===== config.mk =====
export PLATFORM = sky130hd
export DESIGN_NAME = uart_tx_fifo_flat
export DESIGN_NICKNAME = d
export VERILOG_FILES = /design/src/rtl/uart_pkg.sv /design/src/rtl/uart_tx_fifo_if.sv /design/src/rtl/uart_sync_fifo.sv /design/src/rtl/uart_tx_fifo.sv /design/src/flat_wrapper.sv
export SDC_FILE = /design/constraint.sdc
export NUM_CORES = 1
export LEC_CHECK = 0
export ABC_AREA = 0
export CORE_MARGIN = 3
export CORE_UTILIZATION = 35
export CTS_CLUSTER_DIAMETER = 100
export CTS_CLUSTER_SIZE = 12
export DETAILED_ROUTE_END_ITERATION = 8
export HOLD_SLACK_MARGIN = 0.12
export PLACE_DENSITY = 0.63
export SLEW_MARGIN = 15
export SYNTH_ARGS = -nofsm -noshare
export SYNTH_HDL_FRONTEND = slang
export SYNTH_SLANG_ARGS = --single-unit

===== constraint.sdc =====
create_clock -name clk_i -period 2.96 [get_ports clk_i]
set_input_delay 0.592 -clock clk_i [delete_from_list [all_inputs] [get_ports clk_i]]
set_output_delay 0.592 -clock clk_i [all_outputs]
set_load 0.01 [all_outputs]

===== src/rtl/uart_pkg.sv =====
// Shared types, CRC-8 constants and the CRC update helper
// for the buffered UART transmitter.
package uart_pkg;

  typedef enum logic [1:0] {
    PAR_NONE  = 2'b00,
    PAR_EVEN  = 2'b01,
    PAR_ODD   = 2'b10,
    PAR_NONE3 = 2'b11
  } parity_mode_e;

  typedef enum logic [2:0] {
    S_IDLE,
    S_START,
    S_DATA,
    S_PARITY,
    S_STOP
  } tx_state_e;

  localparam logic [7:0] CRC8_POLY = 8'h07;
  localparam logic [7:0] CRC8_INIT = 8'h00;

  // MSB-first CRC-8 over the low nbits of data.
  function automatic logic [7:0] crc8_update(
    input logic [7:0] crc,
    input logic [8:0] data,
    input int         nbits
  );
    logic [7:0] c;
    logic       fb;
    c = crc;
    for (int i = 8; i >= 0; i--) begin
      if (i < nbits) begin
        fb = c[7] ^ data[i];
        c  = {c[6:0], 1'b0};
        if (fb) c = c ^ CRC8_POLY;
      end
    end
    return c;
  endfunction

endpackage


===== src/rtl/uart_tx_fifo_if.sv =====
// Write-side ready/valid port of the UART TX FIFO.
// master drives valid/data, slave returns ready.
interface uart_tx_fifo_if #(
  parameter int DATA_W = 8
);
  logic              wr_valid_i;
  logic [DATA_W-1:0] wr_data_i;
  logic              wr_ready_o;

  modport master (
    output wr_valid_i,
    output wr_data_i,
    input  wr_ready_o
  );

  modport slave (
    input  wr_valid_i,
    input  wr_data_i,
    output wr_ready_o
  );
endinterface


===== src/rtl/uart_sync_fifo.sv =====
// Synchronous FIFO: push/pop, full/empty flags and level.
// Ports: clk_i, rst_i, push_i, data_i, pop_i, data_o, full_o, empty_o, level_o.
module uart_sync_fifo #(
  parameter int DATA_W = 8,
  parameter int DEPTH  = 16,
  parameter int LVL_W  = $clog2(DEPTH + 1)
) (
  input  logic              clk_i,
  input  logic              rst_i,
  input  logic              push_i,
  input  logic [DATA_W-1:0] data_i,
  input  logic              pop_i,
  output logic [DATA_W-1:0] data_o,
  output logic              full_o,
  output logic              empty_o,
  output logic [LVL_W-1:0]  level_o
);
  localparam int AW = $clog2(DEPTH);

  logic [DATA_W-1:0] r_mem [DEPTH];
  logic [AW-1:0]     r_wptr;
  logic [AW-1:0]     r_rptr;
  logic [LVL_W-1:0]  r_cnt;
  logic              w_push;
  logic              w_pop;

  assign full_o  = (r_cnt == LVL_W'(DEPTH));
  assign empty_o = (r_cnt == '0);
  assign level_o = r_cnt;
  assign data_o  = r_mem[r_rptr];
  // No bypass: a write while full is dropped.
  assign w_push  = push_i && !full_o;
  assign w_pop   = pop_i && !empty_o;

  always_ff @(posedge clk_i) begin
    if (w_push) r_mem[r_wptr] <= data_i;
  end

  always_ff @(posedge clk_i or negedge rst_i) begin
    if (!rst_i) begin
      r_wptr <= '0;
      r_rptr <= '0;
      r_cnt  <= '0;
    end else begin
      if (w_push) r_wptr <= r_wptr + AW'(1);
      if (w_pop)  r_rptr <= r_rptr + AW'(1);
      if (w_push && !w_pop)      r_cnt <= r_cnt + LVL_W'(1);
      else if (w_pop && !w_push) r_cnt <= r_cnt - LVL_W'(1);
    end
  end

endmodule


===== src/rtl/uart_tx_fifo.sv =====
// Buffered UART transmitter: FIFO, runtime parity/stop, CRC-8 burst trailer.
// Ports: clk_i, rst_i, trigger_i, config, wr (ready/valid), level, ovf, busy, tx, irq.
module uart_tx_fifo
  import uart_pkg::*;
#(
  parameter int DATA_W = 8,
  parameter int DEPTH  = 16,
  parameter int LVL_W  = $clog2(DEPTH + 1)
) (
  input  logic             clk_i,
  input  logic             rst_i,
  input  logic             trigger_i,
  input  logic             tx_en_i,
  input  logic             crc_en_i,
  input  logic [1:0]       parity_mode_i,
  input  logic             stop2_i,
  uart_tx_fifo_if.slave    wr,
  output logic [LVL_W-1:0] fifo_level_o,
  input  logic             ovf_clr_i,
  output logic             ovf_o,
  output logic             busy_o,
  output logic             tx_o,
  output logic             tx_int_o
);
  tx_state_e         r_state, w_state_nxt;
  parity_mode_e      r_par_mode;
  logic [8:0]        r_shift;
  logic [3:0]        r_cnt;
  logic [3:0]        r_nbits;
  logic              r_par;
  logic              r_stop2;
  logic              r_stop_cnt;
  logic              r_crc_en;
  logic              r_is_crc;
  logic [7:0]        r_crc;
  logic              r_tx;
  logic              r_busy;
  logic              r_int;
  logic              r_ovf;
  logic [DATA_W-1:0] w_head;
  logic              w_full;
  logic              w_empty;
  logic              w_pop;
  logic              w_load_crc;
  logic              w_finish;
  logic              w_shift;
  logic              w_stop_hold;
  logic              w_tx_nxt;
  logic              w_par_on;
  logic              w_par_bit;

  uart_sync_fifo #(
    .DATA_W(DATA_W),
    .DEPTH (DEPTH),
    .LVL_W (LVL_W)
  ) u_fifo (
    .clk_i  (clk_i),
    .rst_i  (rst_i),
    .push_i (wr.wr_valid_i),
    .data_i (wr.wr_data_i),
    .pop_i  (w_pop),
    .data_o (w_head),
    .full_o (w_full),
    .empty_o(w_empty),
    .level_o(fifo_level_o)
  );

  assign wr.wr_ready_o = !w_full;
  assign ovf_o         = r_ovf;
  assign busy_o        = r_busy;
  assign tx_o          = r_tx;
  assign tx_int_o      = r_int;
  assign w_par_on  = (r_par_mode == PAR_EVEN) ||
                     (r_par_mode == PAR_ODD);
  assign w_par_bit = (r_par_mode == PAR_ODD) ? ~r_par : r_par;

  always_comb begin
    w_state_nxt = r_state;
    w_tx_nxt    = r_tx;
    w_pop       = 1'b0;
    w_load_crc  = 1'b0;
    w_finish    = 1'b0;
    w_shift     = 1'b0;
    w_stop_hold = 1'b0;
    if (trigger_i) begin
      unique case (r_state)
        S_IDLE: begin
          if (tx_en_i && !w_empty) begin
            w_pop       = 1'b1;
            w_tx_nxt    = 1'b0;
            w_state_nxt = S_START;
          end
        end
        S_START: begin
          w_shift     = 1'b1;
          w_tx_nxt    = r_shift[0];
          w_state_nxt = S_DATA;
        end
        S_DATA: begin
          if (r_cnt == r_nbits) begin
            if (w_par_on) begin
              w_tx_nxt    = w_par_bit;
              w_state_nxt = S_PARITY;
            end else begin
              w_tx_nxt    = 1'b1;
              w_state_nxt = S_STOP;
            end
          end else begin
            w_shift  = 1'b1;
            w_tx_nxt = r_shift[0];
          end
        end
        S_PARITY: begin
          w_tx_nxt    = 1'b1;
          w_state_nxt = S_STOP;
        end
        S_STOP: begin
          if (r_stop2 && !r_stop_cnt) begin
            w_stop_hold = 1'b1;
          end else if (!r_is_crc && tx_en_i && !w_empty) begin
            w_pop       = 1'b1;
            w_tx_nxt    = 1'b0;
            w_state_nxt = S_START;
          end else if (!r_is_crc && r_crc_en) begin
            w_load_crc  = 1'b1;
            w_tx_nxt    = 1'b0;
            w_state_nxt = S_START;
          end else begin
            w_finish    = 1'b1;
            w_tx_nxt    = 1'b1;
            w_state_nxt = S_IDLE;
          end
        end
        default: begin
          w_tx_nxt    = 1'b1;
          w_state_nxt = S_IDLE;
        end
      endcase
    end
  end

  always_ff @(posedge clk_i or negedge rst_i) begin
    if (!rst_i) begin
      r_state    <= S_IDLE;
      r_par_mode <= PAR_NONE;
      r_shift    <= '0;
      r_cnt      <= '0;
      r_nbits    <= '0;
      r_par      <= 1'b0;
      r_stop2    <= 1'b0;
      r_stop_cnt <= 1'b0;
      r_crc_en   <= 1'b0;
      r_is_crc   <= 1'b0;
      r_crc      <= CRC8_INIT;
      r_tx       <= 1'b1;
      r_busy     <= 1'b0;
      r_int      <= 1'b0;
      r_ovf      <= 1'b0;
    end else begin
      r_state <= w_state_nxt;
      r_tx    <= w_tx_nxt;
      r_int   <= w_finish;
      if (trigger_i) r_stop_cnt <= w_stop_hold;
      // Set has priority over clear.
      if (wr.wr_valid_i && w_full) r_ovf <= 1'b1;
      else if (ovf_clr_i)          r_ovf <= 1'b0;
      if (w_pop) begin
        r_shift    <= 9'(w_head);
        r_cnt      <= '0;
        r_nbits    <= 4'(DATA_W);
        r_par      <= ^w_head;
        r_par_mode <= parity_mode_e'(parity_mode_i);
        r_stop2    <= stop2_i;
        r_crc      <= crc8_update(r_crc, 9'(w_head), DATA_W);
        r_is_crc   <= 1'b0;
        r_busy     <= 1'b1;
        // CRC enable is sampled only when a burst starts.
        if (r_state == S_IDLE) r_crc_en <= crc_en_i;
      end
      if (w_load_crc) begin
        r_shift  <= {1'b0, r_crc};
        r_cnt    <= '0;
        r_nbits  <= 4'd8;
        r_par    <= ^r_crc;
        r_is_crc <= 1'b1;
      end
      if (w_shift) begin
        r_shift <= r_shift >> 1;
        r_cnt   <= r_cnt + 4'd1;
      end
      if (w_finish) begin
        r_busy   <= 1'b0;
        r_crc    <= CRC8_INIT;
        r_crc_en <= 1'b0;
        r_is_crc <= 1'b0;
      end
    end
  end

endmodule

===== src/flat_wrapper.sv =====
// flat-port wrapper written by rule: the top's interface ports become plain ports
module uart_tx_fifo_flat import uart_pkg::*;
#(
  parameter int DATA_W = 8,
  parameter int DEPTH  = 16,
  parameter int LVL_W  = $clog2(DEPTH + 1)
)
  (clk_i, rst_i, trigger_i, tx_en_i, crc_en_i, parity_mode_i, stop2_i, fifo_level_o, ovf_clr_i, ovf_o, busy_o, tx_o, tx_int_o, wr_wr_valid_i, wr_wr_data_i, wr_wr_ready_o);
  uart_tx_fifo_if #(.DATA_W(DATA_W)) wr_i ();
  input  logic clk_i;
  input  logic rst_i;
  input  logic trigger_i;
  input  logic tx_en_i;
  input  logic crc_en_i;
  input  logic [1:0] parity_mode_i;
  input  logic stop2_i;
  output logic [LVL_W-1:0] fifo_level_o;
  input  logic ovf_clr_i;
  output logic ovf_o;
  output logic busy_o;
  output logic tx_o;
  output logic tx_int_o;
  input wire logic [$bits(wr_i.wr_valid_i)-1:0] wr_wr_valid_i;
  input wire logic [$bits(wr_i.wr_data_i)-1:0] wr_wr_data_i;
  output wire logic [$bits(wr_i.wr_ready_o)-1:0] wr_wr_ready_o;
  assign wr_i.wr_valid_i = wr_wr_valid_i;
  assign wr_i.wr_data_i = wr_wr_data_i;
  assign wr_wr_ready_o = wr_i.wr_ready_o;
  uart_tx_fifo #(.DATA_W(DATA_W), .DEPTH(DEPTH), .LVL_W(LVL_W)) u_core (.clk_i(clk_i), .rst_i(rst_i), .trigger_i(trigger_i), .tx_en_i(tx_en_i), .crc_en_i(crc_en_i), .parity_mode_i(parity_mode_i), .stop2_i(stop2_i), .wr(wr_i), .fifo_level_o(fifo_level_o), .ovf_clr_i(ovf_clr_i), .ovf_o(ovf_o), .busy_o(busy_o), .tx_o(tx_o), .tx_int_o(tx_int_o));
endmodule

==> Yosys cells after proc, flatten, opt, wreduce, memory -nomap -nowiden <==
Memory sizes are Yosys's and may differ from the RTL's.
Index checks and enable logic that the tools add are counted.
Widths: inputs -> output; s select.
{ "classes": {"addsub": 5, "eq_ne": 11, "n_mux": 74, "bitwise_logic": 17, "n_reduce_logical": 31} }
{ "op_table": {"columns": ["cell", "count"], "rows": [
  ["$mux 8", 9],
  ["$mux 3", 13],
  ["$mux 1", 38],
  ["$mux 9", 3],
  ["$not 3->3", 8],
  ["$mux 4", 5],
  ["$reduce_xor 8->1", 2],
  ["$pmux 3 s5", 1],
  ["$add 4x1->4 const B", 3],
  ["$logic_and 1x1->1", 10],
  ["$mux 5", 2],
  ["$reduce_bool 2->1", 5],
  ["$xor 1x1->1", 8],
  ["$eq 3x2->1 const B", 2],
  ["$logic_not 1->1", 6],
  ["$reduce_bool 3->1", 2],
  ["$add 5x1->5 const B", 1],
  ["$eq 5x5->1 const B", 1],
  ["$logic_not 5->1", 1],
  ["$sub 5x1->5 const B", 1],
  ["$eq 4x4->1", 1],
  ["$ne 2x1->1 const B", 2],
  ["$pmux 1 s2", 2],
  ["$pmux 1 s4", 1],
  ["11 further kinds", 11]
]} }
{ "totals": {"regBits": 52, "ramBits": 128, "inputBits": 18, "out_inout_bits": 10, "word_cells": 157, "memories": 1} }
{ "mem_list": {"columns": ["name", "depth", "width", "read_ports", "rd_clocked_by_memory_dff", "wr", "line", "rtl"], "rows": [
  ["u_core.u_fifo.r_mem", 16, 8, 1, 0, 1, "uart_sync_fifo.sv:20", "logic [DATA_W-1:0] r_mem [DEPTH];"]
]} }

==> Logic depth before layout (Yosys ltp) <==
Gate-level depths: netlist of run 1.
{ "logic_depth": {"depth_word": 30, "depth_mapped": 13, "ltp_nobuf": 13} }

==> Cells and area by module <==
A second synthesis of run 1 with hierarchy kept.
{ "hier_totals": {"hier_cells": 535, "area_unflattened_um2": 7851.3} }
{ "by_module_without_submodules": {"columns": ["mod", "n_inst", "cells_per_inst", "area_each_um2", "seq_area_each_um2"], "rows": [
  ["uart_sync_fifo", 1, 322, 5770.5, 4169.0],
  ["uart_tx_fifo", 1, 213, 2080.7, 877.1]
]} }

==> Worst setup path before layout of run 1 <==
Ideal clock, no wire load.
{ "synth_path": {"path_type": "register to register", "from": "register u_core.u_fifo.r_cnt[1], in the netlist u_core.u_fifo.level_o[1]", "to": "register u_core.u_fifo.r_cnt[4], in the netlist u_core.u_fifo.level_o[4]", "setup_time_ns": 0.130, "arrival_time_ns": 2.727, "required_time_ns": 2.830, "setup_slack_ns": 0.103, "path_stages_with_launch": 13, "n_path_buf": 0, "period_less_slack_ns": 2.857, "cell_sequence": "dfrtp_1 > or4_1 > o21ai_1 > nor2_1 > inv_2 > ha_1 > inv_1 > ha_1 > a21o_1 > a21oi_1 > xnor2_1 > nor2_1 > xor2_1"} }
{ "synth_between": {"elab_chain_len": 11, "elab_cells_between_ends": 22, "cone_classes": "2 x add/sub; 1 x eq/ne; 7 x mux; 12 x reduce/logical"} }
{ "synth_rtl": {"columns": ["item", "line", "rtl"], "rows": [
  ["start, declared", "uart_sync_fifo.sv:23", "logic [LVL_W-1:0] r_cnt;"],
  ["start signal, assigned", "uart_sync_fifo.sv:47", "if (w_push && !w_pop) r_cnt <= r_cnt + LVL_W'(1);"],
  ["start signal, assigned", "uart_sync_fifo.sv:48", "else if (w_pop && !w_push) r_cnt <= r_cnt - LVL_W'(1);"],
  ["$logic_not 5->1", "uart_sync_fifo.sv:28", "assign empty_o = (r_cnt == '0);"],
  ["$logic_not 1->1", "uart_sync_fifo.sv:33, uart_tx_fifo.sv:88, uart_tx_fifo.sv:120", null],
  ["$logic_and 1x1->1", "uart_tx_fifo.sv:120", "end else if (!r_is_crc && tx_en_i && !w_empty) begin"],
  ["$mux 1", "uart_tx_fifo.sv:120", null],
  ["$mux 1", "uart_tx_fifo.sv:118", "if (r_stop2 && !r_stop_cnt) begin"],
  ["$pmux 1 s2", "uart_tx_fifo.sv:86", "unique case (r_state)"],
  ["$mux 1", "uart_tx_fifo.sv:85", "if (trigger_i) begin"],
  ["$logic_and 1x1->1", "uart_sync_fifo.sv:33", "assign w_pop = pop_i && !empty_o;"],
  ["$logic_not 1->1", "uart_sync_fifo.sv:47", null],
  ["$logic_and 1x1->1", "uart_sync_fifo.sv:47", null],
  ["$mux 5 or $reduce_bool 2->1 (tied branches)", null, null]
]} }
Parallel ways exist; a longest one is shown, timed or not. The select of a mux whose other input is x is not followed.
A chain may end at the register's enable or synchronous reset.

==> Worst setup path in the final report of run 1 <==
{ "layout_path": {"from": "register u_core.u_fifo.r_cnt[3], in the netlist u_core.u_fifo.level_o[3]", "to": "register u_core.u_fifo.r_cnt[4], in the netlist u_core.u_fifo.level_o[4]"} }
The elaborated chain is that of the path after synthesis.

==> metrics.yaml, run 1 <==
clockPowerShare: 0.222
clock-sinks: 176
worst_pin_slew_ns: 0.671
syn_area_um2: 7910
utilization: 0.422
pre_cts_ws_ns: 0.0614
setup-tns-final_ns: 0
fin_crit_sh: 0.937
drc: 0
fmax_mhz: 360
core_area_um2: 22000
crit_family: "simple AND/OR/NAND/NOR gates"
initialDrtViolationCount: 329
synth.distinct_cells: 62
crit_slowest_cell: "or4_1"
die_h_um: 156
crit_arrival_ns: 3.09
port_buffers: 27
cp_max_fo: 5
clock_skew_ns: 0.00981
antennaDiodeCount: 0
clk_latency_ns: 0.44
yosys_register_bits: 176
final_cell_area_um2: 9290
hold_viol_final: 0
root_buffer: "clkbuf_16"
irDropWorstVdd_uv: 476
synth_area_leaders: "edfxtp_1, dfrtp_1, mux4_2, xnor2_1, nand2_1"
ios: 28
crit_path_end_kind: "flip-flop"
synth-xor-area-share: 0.0620
numCtsBuffers: 17
synth-adder-area-share: 0.0231
place_area_um2: 8650
min_path_type: "flip-flop to flip-flop"
yosysTopAreaCell: "edfxtp_1"
worstSetupPathType: "flip-flop to flip-flop"
die-width_um: 156
yosysSeqAreaShare: 0.638
rsz0062_at_grt: "no"
synth-edff-count: 128
tritoncts: "done"
synthCells: 532
dpl.hpwl_um: 10800
crit_path_frequent_cell: "ha_1"
maxSlewHeadroom: 0.553
final.min_clock_period_ns: 2.77
synthSimpleGateAreaFrac: 0.0862
antenna_found_initial: 0
drv_cap: 0
postRouteAntennaNets: 0
nNetsFinal: 622
slew_viol_final: 0
netSwitchingFraction: 0.372
grt_pass1_vias: 4668
synth-main-ff-cell: "edfxtp_1"
cp.buffers_inverters: 2
total_switching_power_uw: 3830
grtUsageTotal: 0.140
grt_pass1_wl_um: 25900
start_util: 0.359
clockBufferDepth: 2
avgViaCountPerCell: 5.13
firstDrtPassIters: 5
setup_violations: 0
drt-total-wl_um: 16300
syn_to_final_growth_pct: 17.5
async_flop_share: 0.273
synth_top_family_by_area: "multiplexers"
htreeDepth: 4
synth_nets: 564
final.setup.worst_slack_ns: 0.186
vias: 4529
drive_gt1_frac: 0.197
cp-start-kind: "flip-flop"
synth_compound_area_frac: 0.0578
overflow: 0
wl_per_cell_um: 18.5
fp-row-count: 54
gp_congestion: 0.789
postSynthAreaPerCell_um2: 14.9
layout_commonest_cell: "edfxtp_1"
synthMuxAreaShare: 0.103
grt_max_degree: 34
required_ns: 3.27
yosysTopAreaCellShare: 0.486
seq_power_share: 0.343
mostFrequentLayoutCells: "edfxtp_1, nand2_1, dfrtp_1"
path_clk_slew_ns: 0.07
power_density_nw_per_um2: 1110
outcome: "finished clean"
cp_cell_sequence: "or4_1, o21ai_2, nor2_2, inv_2, ha_1, inv_1, ha_1, a21o_1, a21oi_1, xnor2_1, nor2_1, xor2_1"
dieArea_um2: 24400
max_stage_delay_ns: 0.54
yosysWarningCount: 0
leakage_uw: 0.00339
combinationalPowerShare: 0.435
internal-power_uw: 6480
## sequential cells by signal (all words and copies together) (netlist names), 2 cells and up
signal,count
u_core.u_fifo.r_mem,128
u_core.r_crc,8
u_core.r_shift,8
u_core.u_fifo.level_o,5
u_core.r_cnt,4
u_core.u_fifo.r_rptr,4
u_core.u_fifo.r_wptr,4
u_core.r_state,3
u_core.r_par_mode,2
## logic make-up (layout without fill, tap and decap cells)
kind of cell | Yosys count | count (layout)
mux | 39 | 39
simple gates | 145 | 145
compound gates | 68 | 68
buf+inv | 43 | 114
flops | 176 | 176
xor+xnor | 47 | 47
fa+ha+maj | 14 | 14
## path summary, 6_finish.rpt
| check | start | endpoint | slack [ns] | cells past startpoint |
|---|---|---|---|---|
| worst max register to register | u_core.u_fifo.level_o[3]$_DFFE_PN0P_ | u_core.u_fifo.level_o[4]$_DFFE_PN0P_ | 0.19 | 12 |
| min in group asynchronous | rst_i | u_core.tx_int_o$_DFF_PN0_ | 0.63 | 2 |
| worst max-delay path | u_core.u_fifo.level_o[3]$_DFFE_PN0P_ | u_core.u_fifo.level_o[4]$_DFFE_PN0P_ | 0.19 | 12 |
| worst min register to register | u_core.r_par_mode[1]$_DFFE_PN0P_ | u_core.r_par_mode[1]$_DFFE_PN0P_ | 0.49 | 2 |
| max in group asynchronous | rst_i | u_core.r_cnt[0]$_DFFE_PN0P_ | 1.73 | 3 |
| worst min-delay path | u_core.r_par_mode[1]$_DFFE_PN0P_ | u_core.r_par_mode[1]$_DFFE_PN0P_ | 0.49 | 2 |
## metrics by stage
stage	cells	power (uW)	hold WS, ns
detailed placement	850	8070	0.473
global route	883	11000	0.519
finish	883	10300	0.493
floorplan	532	7020	0.296
CTS	883	10400	0.498
global placement	850	7940	0.454
## power by group through the flow
| stage | Clock (uW) | Sequential [uW] | Combinational [uW] |
|---|---|---|---|
| finish | 2290 | 3530 | 4490 |
| global route | 2450 | 3610 | 4930 |
| CTS | 2340 | 3540 | 4530 |
| detailed placement | 0 | 3580 | 4490 |
| global placement | 0 | 3550 | 4380 |
| floorplan | 0 | 3400 | 3620 |
## worst register-to-register path: cells and delay by family, from the launching register on
family | cells | cell delay [ns]
and+or+nand+nor | 3 | 0.67
AOI/OAI and AO/OA | 3 | 0.57
adders and majority gates | 2 | 0.53
DFF | 1 | 0.42
xor gates and xnor gates | 2 | 0.28
buffers and inverters | 2 | 0.18
## routing by layer
layer	routed length, um	track usage
met1	7170	0.185
met2	8090	0.230
met3	707	0.0307
met4	335	0.0500
met5	0	0
## layout make-up
| type | instances | area, um^2 |
|---|---|---|
| clock buffer | 17 | 425 |
| clock inverter | 15 | 201 |
| fill | 1971 | 12700 |
| inverter | 20 | 75.1 |
| multi-input combinational | 313 | 2630 |
| sequential | 176 | 5050 |
| tap | 280 | 350 |
| timing repair buffer | 62 | 556 |
## synth_stat cells (all sizes together) (3+ instances only)
cell type / count
nand2b: 5
a222oi: 5
clkbuf: 10
xnor2: 32
or2: 3
nand4: 3
edfxtp: 128
xor2: 11
o21ai: 13
mux4: 32
nand3: 17
mux2i: 4
xnor3: 4
dfrtp: 47
nand2: 60
mux2: 3
a21oi: 20
o22ai: 7
nor2b: 4
nor2: 32
inv: 20
buf: 13
ha: 13
a22oi: 8
nor3: 10
## what timing repair did
item / in CTS / in global routing
gates resized for setup: 0 / 1
hold buffers: 1 / 0
endpoints found under the setup margin: 0 / 1
endpoints found under the hold margin: 16 / 0
buffers inserted: 0 / 0
Power figures use the tool's default switching activity.
==> run 2, diff against run 1 <==
--- a/config.mk
+++ b/config.mk
@@ -5,7 +5,8 @@
 export SDC_FILE = /design/constraint.sdc
 export NUM_CORES = 1
 export LEC_CHECK = 0
-export ABC_AREA = 0
+export ABC_AREA = 1
+export CAP_MARGIN = 20
 export CORE_MARGIN = 3
 export CORE_UTILIZATION = 35
 export CTS_CLUSTER_DIAMETER = 100
==> run 2 against run 1 <==
Against the previous run:
- final cell count grew 41%
- setup slack better by 0.17 ns
- sequential power about the same
- synthesized area grew 6.7%
- critical endpoint unchanged
- first-iteration DRC count is 69% higher
- clock skew about the same
- via count rose by 31%
- count of clock-buffer cells in the layout is 2 higher
- maximum frequency rose by 6.6%
==> metrics.yaml, run 2 <==
outcome: "finished clean"
leakage_uw: 0.00402  # +19%
power_density_nw_per_um2: 1130  # +1.9%
wl_met1_um: 9160  # +28%
slew_viol_final: 0  # unchanged
crit_path_end_kind: "flip-flop"
mostFrequentLayoutCells: "nand2_1, edfxtp_1, nor2_1"
clock_skew_ns: 0.00962  # -0.000189 ns
max_flop_register: "u_core.u_fifo.r_mem"
initialDrtViolationCount: 557  # +69%
crit_arrival_ns: 2.91  # -0.18 ns
gp_congestion: 0.837  # +6.0%
yosysSeqAreaShare: 0.598  # -0.0400
utilization: 0.413  # -0.00825
seq_power_share: 0.317  # -0.026
postRouteAntennaNets: 0  # unchanged
yosysWarningCount: 0  # unchanged
synth_nets: 893  # +58%
setup_violations: 0  # unchanged
async_flop_share: 0.273  # unchanged
route.met3.wl_um: 902  # +28%
htreeDepth: 4  # unchanged
syn_to_final_growth_pct: 15.7
layout_commonest_cell: "nand2_1"
ios: 28  # unchanged
dpl.hpwl_um: 13100  # +21%
synth_most_common_cell: "nand2_1"
required_ns: 3.26  # about the same
hold_viol_final: 0  # unchanged
core_area_um2: 23600  # +7.2%
cts_setup_buffers: 0  # unchanged
firstDrtPassIters: 7  # +2
power_uw: 11000  # +7.1%
grt_pass1_vias: 5740  # +23%
synth_area_leaders: "edfxtp_1, dfrtp_1, nand2_1, nand3_1, nor2_1"
clockPowerShare: 0.202  # -0.020
yosysTopAreaCellShare: 0.456  # -0.0305
synth.distinct_cells: 44  # -29%
yosys_register_bits: 176  # unchanged
wl_per_cell_um: 15.4  # -17%
internal-power_uw: 6240  # -3.6%
total_switching_power_uw: 4800  # +25%
drive_gt1_frac: 0.119  # -0.0784
cp_max_fo: 5  # unchanged
tritoncts: "done"
largest_reg_flops: 128  # unchanged
synth-edff-count: 128  # unchanged
synth-main-ff-cell: "edfxtp_1"
syn_area_um2: 8440  # +6.7%
grt_max_degree: 64  # +88%
start_util: 0.357  # -0.00170
fmax_mhz: 384  # +6.6%
synthCells: 861  # +62%
grt_pass1_wl_um: 31300  # +21%
yosysTopAreaCell: "edfxtp_1"
worst_pin_slew_ns: 0.767  # +0.0964 ns
n_fill_cell: 2296  # +16%
grtUsageTotal: 0.154  # +0.0137
maxSlewHeadroom: 0.487  # -0.0659
synthTopCellsByCount: "nand2_1, edfxtp_1, nor2_1"
port_buffers: 27  # unchanged
irDropWorstVdd_uv: 477  # +0.19%
largestRegisters: "u_core.u_fifo.r_mem (128), u_core.r_crc (8), u_core.r_shift (8)"
clockBufferDepth: 2  # unchanged
numCtsBuffers: 17  # unchanged
place_inst: 1211  # +42%
clock-sinks: 176  # unchanged
min_path_type: "flip-flop to flip-flop"
cp-start-kind: "flip-flop"
drv_cap: 0  # unchanged
dieArea_um2: 26000  # +6.4%
nNetsFinal: 944  # +52%
postSynthAreaPerCell_um2: 9.80  # -34%
antennaDiodeCount: 0  # unchanged
worstSetupPathType: "flip-flop to flip-flop"
routed.top_layer: "met4"
avgViaCountPerCell: 4.77  # -7.0%
path_clk_slew_ns: 0.07  # about the same
rsz0062_at_grt: "no"
fin_crit_sh: 0.879  # -0.0582
vias: 5935  # +31%
netSwitchingFraction: 0.434  # +0.0629
drt-total-wl_um: 19200  # +18%
die_h_um: 161  # +3.2%
antenna_found_initial: 0  # unchanged
wl_met2_um: 8670  # +7.3%
drc: 0  # unchanged
clk_latency_ns: 0.43  # about the same
overflow: 0  # unchanged
root_buffer: "clkbuf_16"
fp-row-count: 56  # +3.7%
setup-tns-final_ns: 0  # unchanged
combinationalPowerShare: 0.481  # +0.046
final.min_clock_period_ns: 2.60  # -0.172 ns
die-width_um: 161  # +3.2%
final_cell_count_no_fill: 1244  # +41%
-- run 2: power groups by stage --
| stage | logic [uW] | clock network [uW] | registers (uW) |
|---|---|---|---|
| detailed placement | 5280 | 0 | 3530 |
| global route | 6010 | 2400 | 3560 |
| global placement | 5180 | 0 | 3520 |
| finish | 5300 | 2230 | 3500 |
| CTS | 5320 | 2290 | 3490 |
| floorplan | 4040 | 0 | 3450 |
-- run 2: metal layers --
metal | up-vias | GRT usage
met4 | 0 | 0.0567
met2 | 135 | 0.239
met3 | 26 | 0.0251
met5 | - | 0
met1 | 2815 | 0.219
li1 | 2959 | -
-- run 2: per-stage QoR --
step	hold slack, ns	instance area, um^2	setup slack, ns
after floorplan	0.296	8440	0.363
after global placement	0.469	9150	0.123
after detailed placement	0.475	9150	0.113
after CTS	0.494	9750	0.293
after global routing	0.505	9760	0.0186
final	0.482	9760	0.358
-- run 2: logic make-up (layout without fill, tap and decap cells) --
logic type	count (synthesis)	count (layout)	synth area share
adders and majority gates	14	14	0.0217
AOI/OAI and AO/OA	97	97	0.0636
DFF	176	176	0.598
xor gates and xnor gates	26	26	0.0323
buffers and inverters	105	169	0.0587
and+or+nand+nor	443	443	0.225
-- run 2: worst max-delay path, cell delays in order, from the launching register on --
cell and delay (ns):
dfrtp_1 0.43, nor2_1 0.14, inv_1 0.08, nor2_2 0.14, inv_1 0.08, o31ai_1 0.24
nand2_2 0.10, ha_1 0.20, inv_1 0.12, ha_1 0.28, nand2_1 0.08, nor2_1 0.04
a211oi_1 0.23, nand2_1 0.08, nand2_1 0.07, nor2_1 0.04, xor2_1 0.13
-- run 2: layout make-up --
| class | count | area [um^2] | area share |
|---|---|---|---|
| inverters | 81 | 308 | 0.0315 |
| multi-input cells | 580 | 2910 | 0.298 |
| flip-flops and latches | 176 | 5050 | 0.517 |
| clock buffers | 19 | 433 | 0.0444 |
| well taps | 319 | 399 | 0.0409 |
| clock inverters | 13 | 158 | 0.0162 |
| repair buffers | 56 | 510 | 0.0523 |
-- run 2: timing repair --
item / CTS / global route
hold endpoints to repair: 7 / 0
endpoints found under the setup margin: 0 / 1
hold buffers: 1 / 0
gates resized for setup: 0 / 2
-- run 2: worst paths after layout --
kind                                               startpoint                                    to  slack (ns)  cells after the start
worst max-delay path            u_core.r_state[0]$_DFFE_PN0P_  u_core.u_fifo.level_o[4]$_DFFE_PN0P_        0.36                     16
worst min-delay path               u_core.r_stop2$_DFFE_PN0P_            u_core.r_stop2$_DFFE_PN0P_        0.48                      2
worst max register to register  u_core.r_state[0]$_DFFE_PN0P_  u_core.u_fifo.level_o[4]$_DFFE_PN0P_        0.36                     16
worst min register to register     u_core.r_stop2$_DFFE_PN0P_            u_core.r_stop2$_DFFE_PN0P_        0.48                      2
max in group asynchronous                               rst_i   u_core.u_fifo.r_rptr[0]$_DFFE_PN0P_        1.47                      3
min in group asynchronous                               rst_i           u_core.r_cnt[1]$_DFFE_PN0P_        0.66                      2
==> run 3, diff against run 2 <==
--- a/config.mk
+++ b/config.mk
@@ -17,4 +17,5 @@
 export SLEW_MARGIN = 15
 export SYNTH_ARGS = -nofsm -noshare
 export SYNTH_HDL_FRONTEND = slang
+export SYNTH_HIERARCHICAL = 1
 export SYNTH_SLANG_ARGS = --single-unit
==> run 3 against run 2 <==
Against the previous run:
- critical path depth is 2 higher
- non-clock buffer count unchanged
- largest power group unchanged
- sequential cell count stayed put
- final cell count increased by 12%
- highest routed layer unchanged
- global-route usage decreased by 0.24 points
- synthesized cell count increased by 18%
- die area is 4.2% higher
- critical path type unchanged
- sequential share of layout area is 1.7 points lower
==> metrics.yaml, run 3 <==
final.setup.worst_slack_ns: 0.249  # -0.109 ns
nNetsFinal: 1090  # +15%
root_buffer: "clkbuf_16"
grt_max_degree: 64  # unchanged
dpl.hpwl_um: 13400  # +1.9%
vias: 6440  # +8.5%
start_util: 0.359  # +0.00143
fp-row-count: 57  # +1.8%
drv_cap: 0  # unchanged
holdWs_ns: 0.134  # -0.347 ns
yosysSeqAreaShare: 0.573  # -0.0248
grtUsageTotal: 0.152  # -0.00237
ff2ff_setup_slack_ns: 0.25  # -0.11 ns
setup_violations: 0  # unchanged
largestRegisters: "u_core/u_fifo/r_mem (128), u_core/r_crc (8), u_core/r_shift (8)"
avgViaCountPerCell: 4.62  # -3.2%
core_area_um2: 24500  # +3.9%
mostFrequentLayoutCells: "nand2_1, edfxtp_1, inv_1"
maxSlewHeadroom: 0.531  # +0.0440
htreeDepth: 4  # unchanged
slew_viol_final: 0  # unchanged
initialDrtViolationCount: 403  # -28%
worstSetupPathType: "flip-flop to flip-flop"
grt_pass1_wl_um: 31900  # +2.0%
setup-tns-final_ns: 0  # unchanged
syn_area_um2: 8800  # +4.3%
fin_crit_sh: 0.916  # +0.0369
dieArea_um2: 27100  # +4.2%
crit_path_end_kind: "flip-flop"
grt_pass1_vias: 6059  # +5.6%
synth_most_common_cell: "nand2_1"
min_path_type: "input port to asynchronous set/reset pin"
yosys_register_bits: 176  # unchanged
wl_per_cell_um: 14.2  # -7.8%
irDropWorstVdd_uv: 501  # +5.1%
clk_latency_ns: 0.43  # about the same
largest_reg_flops: 128  # unchanged
cp-start-kind: "flip-flop"
postSynthAreaPerCell_um2: 8.66  # -12%
crit_arrival_ns: 3.03  # +0.12 ns
required_ns: 3.28  # +0.02 ns
drc: 0  # unchanged
clock-sinks: 176  # unchanged
power_density_nw_per_um2: 1070  # -5.1%
drive_gt1_frac: 0.0831  # -0.0358
path_clk_slew_ns: 0.07  # about the same
die_h_um: 165  # +2.1%
synth-main-ff-cell: "edfxtp_1"
rsz0062_at_grt: "no"
tritoncts: "done"
hold_viol_final: 0  # unchanged
worst_pin_slew_ns: 0.701  # -0.0659 ns
ios: 28  # unchanged
yosysWarningCount: 6  # +6
numCtsBuffers: 17  # unchanged
antennaDiodeCount: 0  # unchanged
antenna_found_initial: 0  # unchanged
die-width_um: 165  # +2.1%
clock_skew_ns: 0.00815  # -0.00148 ns
synthCells: 1016  # +18%
layout_commonest_cell: "nand2_1"
place_inst: 1364  # +13%
final_cell_count_no_fill: 1395  # +12%
synth.distinct_cells: 37  # -16%
max_flop_register: "u_core/u_fifo/r_mem"
yosysTopAreaCellShare: 0.437  # -0.0189
synthTopCellsByCount: "nand2_1, edfxtp_1, inv_1"
leakage_uw: 0.00467  # +16%
firstDrtPassIters: 5  # -2
syn_to_final_growth_pct: 14.8
overflow: 0  # unchanged
synth_area_leaders: "edfxtp_1, nand2_1, dfrtp_1, inv_1, nand3_1"
final.min_clock_period_ns: 2.71  # +0.109 ns
port_buffers: 27  # unchanged
pre_cts_ws_ns: 0.0607  # -0.0525 ns
yosysTopAreaCell: "edfxtp_1"
synth-edff-count: 128  # unchanged
ctsHoldBuffers: 0  # -1
synth_nets: 1047  # +17%
clockBufferDepth: 2  # unchanged
postRouteAntennaNets: 0  # unchanged
power_uw: 10800  # -1.8%
drt-total-wl_um: 19800  # +3.4%
async_flop_share: 0.273  # unchanged
cp_max_fo: 5  # unchanged
outcome: "finished clean"
fmax_mhz: 369  # -4.0%
gp_congestion: 0.861  # +2.9%
[run 3: changes by cell type after synthesis, moves of 6 or more]
cell      change
nand2_1     +175
inv_1        +43
o21ai_0      -23
a21oi_1      -17
nand2_2      -11
clkbuf_1      +8
nor2_1        +7
o211ai_1      -7
buf_6         -6
[run 3: final cells by class]
type                            count  area, um^2
Clock inverter                     13         154
Timing Repair Buffer               56         495
Sequential cell                   176        5050
Clock buffer                       18         429
Multi-Input combinational cell    689        3120
Inverter                          119         449
Fill cell                        2436       14400
Tap cell                          324         405
[run 3: repair_timing]
item,in CTS,in global routing
setup endpoints to repair,0,2
resized for setup,0,1
buffers inserted,0,0
[run 3: routing by layer]
metal  up-vias  GRT usage  wire [um]
met2       138      0.258       9910
met3        30     0.0213        622
met4         0     0.0568        468
met1      2995      0.197       8800
met5         -          0          0
li1       3277          -          -
[run 3: cells by family (layout without fill, tap and decap cells)]
kind of cell    after synthesis  in the layout  synth area share
compound gates               34             34            0.0206
xor+xnor                     27             27            0.0269
fa+ha+maj                    13             13            0.0193
buf+inv                     151            206            0.0719
flops                       176            176             0.573
simple gates                615            615             0.288
[run 3: power breakdown]
part | internal (uW) | switching, uW
clock network | 1260 | 978
registers | 3110 | 352
logic | 1770 | 3370
[run 3: stage by stage]
| stage | util | cell area, um^2 |
|---|---|---|
| 6_report | 0.412 | 10100 |
| 3_3_place_gp | 0.388 | 9520 |
| 4_1_cts | 0.412 | 10100 |
| 3_5_place_dp | 0.388 | 9520 |
| 5_1_grt | 0.412 | 10100 |
| 2_1_floorplan | - | 8800 |
[run 3: path summary, 6_finish.rpt]
kind,from,cells after the start,to
worst max register to register,u_core/u_fifo/level_o[0]$_DFFE_PN0P_,18,u_core/u_fifo/level_o[4]$_DFFE_PN0P_
worst max-delay path,u_core/u_fifo/level_o[0]$_DFFE_PN0P_,18,u_core/u_fifo/level_o[4]$_DFFE_PN0P_
max in group asynchronous,rst_i,2,u_core/u_fifo/r_rptr[0]$_DFFE_PN0P_
worst min register to register,u_core/r_shift[7]$_DFFE_PN0P_,2,u_core/r_shift[7]$_DFFE_PN0P_
worst min-delay path,rst_i,1,u_core/r_cnt[1]$_DFFE_PN0P_
min in group clk_i,u_core/r_shift[7]$_DFFE_PN0P_,2,u_core/r_shift[7]$_DFFE_PN0P_
[run 3: worst max-delay path, cell delays in order (launching register included)]
cell	delay, ns
dfrtp_2	0.45
nor2_1	0.15
nand4_1	0.20
inv_1	0.16
inv_1	0.05
nand3_1	0.09
nor2_1	0.05
nand2_1	0.07
a21oi_1	0.08
nand2_1	0.10
ha_1	0.18
inv_1	0.11
fa_1	0.41
nand2_1	0.13
nand3_1	0.12
nand3_1	0.09
nand2_1	0.05
nand2_1	0.05
nand2_1	0.05
==> RTL change 1, RTL diff (settings of run 3) <==
Put a register stage on the output `fifo_level_o`. The value now appears one clock later. The other outputs are not delayed to match.
--- a/src/rtl/uart_tx_fifo.sv
+++ b/src/rtl/uart_tx_fifo.sv
@@ -22,6 +22,8 @@
   output logic             tx_o,
   output logic             tx_int_o
 );
+
+  logic [LVL_W-1:0] fifo_level_d;
   tx_state_e         r_state, w_state_nxt;
   parity_mode_e      r_par_mode;
   logic [8:0]        r_shift;
@@ -62,7 +64,7 @@
     .data_o (w_head),
     .full_o (w_full),
     .empty_o(w_empty),
-    .level_o(fifo_level_o)
+    .level_o(fifo_level_d)
   );
 
   assign wr.wr_ready_o = !w_full;
@@ -197,4 +199,8 @@
     end
   end
 
+  always_ff @(posedge clk_i) begin
+    fifo_level_o <= fifo_level_d;
+  end
+
 endmodule
Function: changed (a bounded check fails within 4 cycles, from zero or initial values and one cycle with rst_i low).
==> RTL change 1 against run 3 <==
  * Sequential cell count is 5 higher
  * Area after synthesis is 0.87% higher
  * Worst setup slack better by 0.16 ns
  * Final area is 0.79% higher
  * Sequential share of layout area is 0.58 points higher
  * Routed wire length is 0.89% lower
  * Non-clock buffer count stayed put
  * Core utilization is 0.21 points higher
  * Total power is 1.6% higher
  * Synthesized cell count hardly changed
  * Combinational power hardly changed
  * Count of clock-buffer cells in the layout is 1 lower
  * Largest power group unchanged
==> RTL change 1: results (changes against run 3) <==
* Met1 GRT Util at 0.202 (was 0.197)
* Synth async-reset ratio at 0.265 (was 0.273)
* Routed WL per cell at 14.1 µm (was 14.2 µm)
* Met3 wire len at 536 µm (was 622 µm)
* Number of global-route vias before repair at 6265 (was 6059)
* H-Tree Depth at 4 (unchanged)
* GPL Wtd Cong at 0.841 (was 0.861)
* Synth area leaders: edfxtp_1 (43%), nand2_1 (18%), dfrtp_1 (13%) (was edfxtp_1 (44%), nand2_1 (18%), dfrtp_1 (13%))
* Share of cells above drive strength 1 at 0.0813 (was 0.0831)
* Via count at 6504 (was 6440)
* Grt met2 use at 0.257 (was 0.258)
* Finish-stage setup viols at 0 (unchanged)
* Sequential share of cell area at 0.506 (was 0.500)
* Peak supply drop at 517 µV (was 501 µV)
* Pin count of the biggest net entering global routing at 83 (was 64)
* Clk_skew at 0.0121 ns (was 0.00815 ns)
* Slowest CP cell: dfrtp_1 (was dfrtp_2)
* Routed wl met2 at 9700 µm (was 9910 µm)
* Syn nets at 1048 (was 1047)
* Max_slew headroom at 0.503 (was 0.531)
* CTS root buffer: clkbuf_16 (unchanged)
* Multi-input combinational area share at 0.305 (was 0.309)
* Placed cells at 1362 (was 1364)
* Worst skew pair latency at approximately 0.44 ns
* Leak at 4.66 nW (was 4.67 nW)
* Clk tree area frac at 0.0587 (was 0.0577)
* Initial antenna violation count at 0 (unchanged)
* Syn avg cell area at 8.73 µm² (was 8.66 µm²)
* Sink Count at 181 (was 176)
* Critical Path Source: u_core/u_fifo/level_o[1] (was u_core/u_fifo/level_o[0])
* P_sw at 4.75 mW (was 4.70 mW)
* Top Layer Used: met4 (unchanged)
* Drt initial violations at 525 (was 403)
* Multi-input gate area at 3110 µm² (was 3120 µm²)
* Routed Wire Length at 19600 µm (was 19800 µm)
* M1 WL at 9070 µm (was 8800 µm)
* Signal buf overhead at 0.0499 (was 0.0490)
* Reg2Reg Depth at 16 (was 18)
* Yosys cell types at 35 (was 37)
* Multi-input gates at 691 (was 689)
* # fillers at 2388 (was 2436)
* Dpl ws at 0.116 ns (was 0.0607 ns)
* Met3 GRT Util at 0.0232 (was 0.0213)
* Hold Slack at 0.154 ns (was 0.134 ns)
* Sequential share of the synthesized area at 0.580 (was 0.573)
* Final worst setup slack at 0.406 ns (was 0.249 ns)
* Post-DP HPWL at 12900 µm (was 13400 µm)
* Most used cell, CP: nand2_1 (unchanged)
* Worst setup path end: u_core/u_fifo/level_o[4] (unchanged)
* WP data arrival at 2.88 ns (was 3.03 ns)
* Crit path largest cell delay at 0.43 ns (was 0.45 ns)
* First-pass GRT wire length at 32400 µm (was 31900 µm)
* Top cells by count, synth: nand2_1 (434), edfxtp_1 (128), inv_1 (99), nor2_1 (83), nand3_1 (81) (was nand2_1 (426), edfxtp_1 (128), inv_1 (110), nor2_1 (86), nand3_1 (79))
* Reg clk slew, reported paths at 0.07 ns (about the same)
* DP Area at 9580 µm² (was 9520 µm²)
* GRT Total Usage at 0.153 (was 0.152)
* Run status: complete, no violations (unchanged)
* Final nets at 1088 (was 1090)
* Nonclk inv count at 110 (was 119)
RTL change 1: cell types whose count changed after synthesis, moves of 3 or more:
cell,run 3,this run
o21ai_2,0,3
nor2_1,86,83
dfxtp_1,0,5
xnor2_1,12,15
inv_1,110,99
buf_2,11,14
inv_2,7,10
nand2_2,7,3
nand2_1,426,434
o21ai_0,20,17
RTL change 1: kinds of logic after synthesis:
family                   count (synthesis)  synth area share
AND/OR/NAND/NOR                        614             0.280
adder cells (fa/ha/maj)                 13            0.0192
XOR/XNOR                                32            0.0316
flip-flops                             181             0.580
AO/OA/AOI/OAI                           32            0.0202
buffers and inverters                  145            0.0698
RTL change 1: power groups by stage:
stage	Sequential, mW	Clock (mW)	Combinational, mW
after floorplan	3.49	0	3.99
after global routing	3.64	2.44	5.89
after global placement	3.62	0	5.02
final	3.58	2.30	5.13
after detailed placement	3.63	0	5.13
after CTS	3.59	2.35	5.15
==> RTL change 2, RTL diff (flow settings as in run 3) <==
Without the edit above. `DEPTH` is set to 16 in 3 places; all go to 32.
--- a/src/rtl/uart_sync_fifo.sv
+++ b/src/rtl/uart_sync_fifo.sv
@@ -2,7 +2,7 @@
 // Ports: clk_i, rst_i, push_i, data_i, pop_i, data_o, full_o, empty_o, level_o.
 module uart_sync_fifo #(
   parameter int DATA_W = 8,
-  parameter int DEPTH  = 16,
+  parameter int DEPTH  = 32,
   parameter int LVL_W  = $clog2(DEPTH + 1)
 ) (
   input  logic              clk_i,
--- a/src/rtl/uart_tx_fifo.sv
+++ b/src/rtl/uart_tx_fifo.sv
@@ -4,7 +4,7 @@
   import uart_pkg::*;
 #(
   parameter int DATA_W = 8,
-  parameter int DEPTH  = 16,
+  parameter int DEPTH  = 32,
   parameter int LVL_W  = $clog2(DEPTH + 1)
 ) (
   input  logic             clk_i,
--- a/src/flat_wrapper.sv
+++ b/src/flat_wrapper.sv
@@ -2,7 +2,7 @@
 module uart_tx_fifo_flat import uart_pkg::*;
 #(
   parameter int DATA_W = 8,
-  parameter int DEPTH  = 16,
+  parameter int DEPTH  = 32,
   parameter int LVL_W  = $clog2(DEPTH + 1)
 )
   (clk_i, rst_i, trigger_i, tx_en_i, crc_en_i, parity_mode_i, stop2_i, fifo_level_o, ovf_clr_i, ovf_o, busy_o, tx_o, tx_int_o, wr_wr_valid_i, wr_wr_data_i, wr_wr_ready_o);
Ports: changed (resized fifo_level_o); port bits go from 28 to 29. No check against the original RTL was run, so the function may have changed too.
==> RTL change 2 against run 3 <==
  * Clock power up 55%
  * Routed wire length up 73%
  * Area after synthesis up 64%
  * Total power up 52%
  * Combinational power up 43%
  * Sequential cell count up 131
  * Sequential power up 62%
  * Worst setup slack worse by 0.053 ns
  * Final area up 64%
  * Global-route usage up 0.13 points
  * Final cell count up 54%
  * Critical path depth unchanged
  * Critical path type unchanged
  * Largest power group unchanged
==> RTL change 2: results (changes against run 3) <==
* Share of cells above drive strength 1 at 0.0866 (was 0.0831)
* Synth async-reset ratio at 0.166 (was 0.273)
* TritonCTS buffer count at 29 (was 17)
* Sequential share of the synthesized area at 0.623 (was 0.573)
* Cts repair resizes at 0 (unchanged)
* Final nets at 1628 (was 1090)
* Clk_skew at 0.0205 ns (was 0.00815 ns)
* Reg clk slew, reported paths at 0.07 ns (about the same)
* H-Tree Depth at 1 (was 4)
* Top cells by count, synth: nand2_1 (536), edfxtp_1 (256), nand3_1 (207), inv_1 (203), dfrtp_1 (50) (was nand2_1 (426), edfxtp_1 (128), inv_1 (110), nor2_1 (86), nand3_1 (79))
* Top Registers: u_core/u_fifo/r_mem x256, u_core/r_crc x8, u_core/r_shift x8 (was u_core/u_fifo/r_mem x128, u_core/r_crc x8, u_core/r_shift x8)
* Dpl ws at -0.182 ns (was 0.0607 ns)
* CTS root buffer: clkbuf_16 (unchanged)
* Synth Warn # at 6 (unchanged)
* CTS Buffer Depth at 3 (was 2)
* Routed Wire Length at 34200 µm (was 19800 µm)
* Pin count of the biggest net entering global routing at 76 (was 64)
* Critical Path Fanout Max at 38 (was 5)
* Antenna Cells at 0 (unchanged)
* Syn avg cell area at 9.46 µm² (was 8.66 µm²)
* First-pass GRT wire length at 53800 µm (was 31900 µm)
* Prevailing post-synth register cell: edfxtp_1 (unchanged)
* EDFF count, synth at 256 (was 128)
* Yosys cell types at 36 (was 37)
* IO buf count at 28 (was 27)
* Leak at 7.15 nW (was 4.67 nW)
* Crit path largest cell delay at 0.57 ns (was 0.45 ns)
* Post-DP HPWL at 21800 µm (was 13400 µm)
* GRT Total Usage at 0.153 (was 0.152)
* Synth area leaders: edfxtp_1 (53%), nand2_1 (14%), dfrtp_1 (8.7%) (was edfxtp_1 (44%), nand2_1 (18%), dfrtp_1 (13%))
* Number of global-route vias before repair at 9941 (was 6059)
* Worst skew pair latency at 0.58 ns (was 0.43 ns)
* Initial antenna violation count at 0 (unchanged)
* Slew at the pin closest to its max-slew limit at 0.812 ns (was 0.701 ns)
* WP data arrival at 3.22 ns (was 3.03 ns)
* Post-CTS Setup Bufs at 0 (unchanged)
* Slowest CP cell: dfrtp_4 (was dfrtp_2)
* Peak supply drop at 587 µV (was 501 µV)
* Via-to-Cell Ratio at 4.77 (was 4.62)
* Placed cells at 2085 (was 1364)
* Run status: complete, no violations (unchanged)
* Drt initial violations at 731 (was 403)
* Hold crit path type: in -> async (unchanged)
* Hold bufs inserted after CTS at 0 (unchanged)
* GPL Wtd Cong at 0.848 (was 0.861)
* Via count at 10200 (was 6440)
* Initial DRT Pass Iterations at 5 (unchanged)
* Family with the most delay on the worst path: simple AND/OR/NAND/NOR gates (unchanged)
-- RTL change 2: cell types whose count changed in the layout (fill, tap and decap cells not counted), sizes merged, moves of 7 or more --
cell    before  now
nor2        90   42
buf         30   74
nor3         4   33
edfxtp     128  256
nand2      436  541
inv        124  211
nand3       80  209
clkbuf      18   53
a21oi        6   23
o211ai       1    8
-- RTL change 2: routing by layer --
metal,vias to the layer above,part of all wire,wire length (µm),global-route usage
li1,5076,-,-,-
met1,4843,0.43,14900,0.199
met2,239,0.49,16600,0.263
met3,57,0.058,1990,0.0306
met4,0,0.022,754,0.0365
met5,-,0,0,0
-- RTL change 2: where the power goes --
part           internal (mW)  leakage, nW  total, mW  switching [mW]
Clock                   1.93        0.407       3.48            1.55
Sequential              5.21         2.93       5.60           0.390
Combinational           2.55         3.81       7.36            4.81
Total                   9.69         7.15       16.4            6.75
-- RTL change 2: cell families after synthesis --
logic type / count (synthesis) / synth area share
AO/OA/AOI/OAI: 61 / 0.0232
XOR/XNOR: 32 / 0.0195
adder cells (fa/ha/maj): 15 / 0.0136
buffers and inverters: 276 / 0.0786
flip-flops: 307 / 0.623
multiplexers: 1 / 0.000695
AND/OR/NAND/NOR: 830 / 0.242
-- RTL change 2: worst register-to-register path, cell delays in order (launching register included) --
cell and delay, ns:
dfrtp_4 0.57, inv_4 0.18, buf_16 0.22, nand2_1 0.13
nand2_1 0.07, nand2_1 0.05, nand3_1 0.08, nand3_1 0.18
nand2_1 0.13, nand2_1 0.08, inv_1 0.14, xor2_1 0.29
nand2_1 0.13, nand2_1 0.11, nand2_1 0.07, nand2_1 0.08
nand2_1 0.05, nand3_1 0.07, nand2_1 0.05
-- RTL change 2: stage by stage --
step,instance area (µm²),hold slack [ns]
6_report,16600,0.118
5_1_grt,16600,0.155
4_1_cts,16500,0.126
3_5_place_dp,15600,0.467
3_3_place_gp,15600,0.463
2_1_floorplan,14400,0.296
-- RTL change 2: worst paths after layout --
check                                      endpoint  slack (ns)                     from  cells past startpoint
min                               u_core/r_shift[5]        0.12                    rst_i                      1
max in group asynchronous  u_core/u_fifo/level_o[1]        1.90                    rst_i                      3
min reg2reg                       u_core/r_nbits[3]        0.48        u_core/r_nbits[3]                      2
min in group clk_i                u_core/r_nbits[3]        0.48        u_core/r_nbits[3]                      2
max                                 u_core/r_crc[2]        0.20  u_core/u_fifo/r_rptr[0]                     18
max reg2reg                         u_core/r_crc[2]        0.20  u_core/u_fifo/r_rptr[0]                     18
-- RTL change 2: area by class of cell --
type,instances,area [µm²]
Inverter,215,810
Tap cell,525,657
Sequential cell,307,8970
Clock buffer,51,808
Timing Repair Buffer,103,956
Fill cell,3879,23600
Multi-Input combinational cell,939,4320
Clock inverter,2,50.0
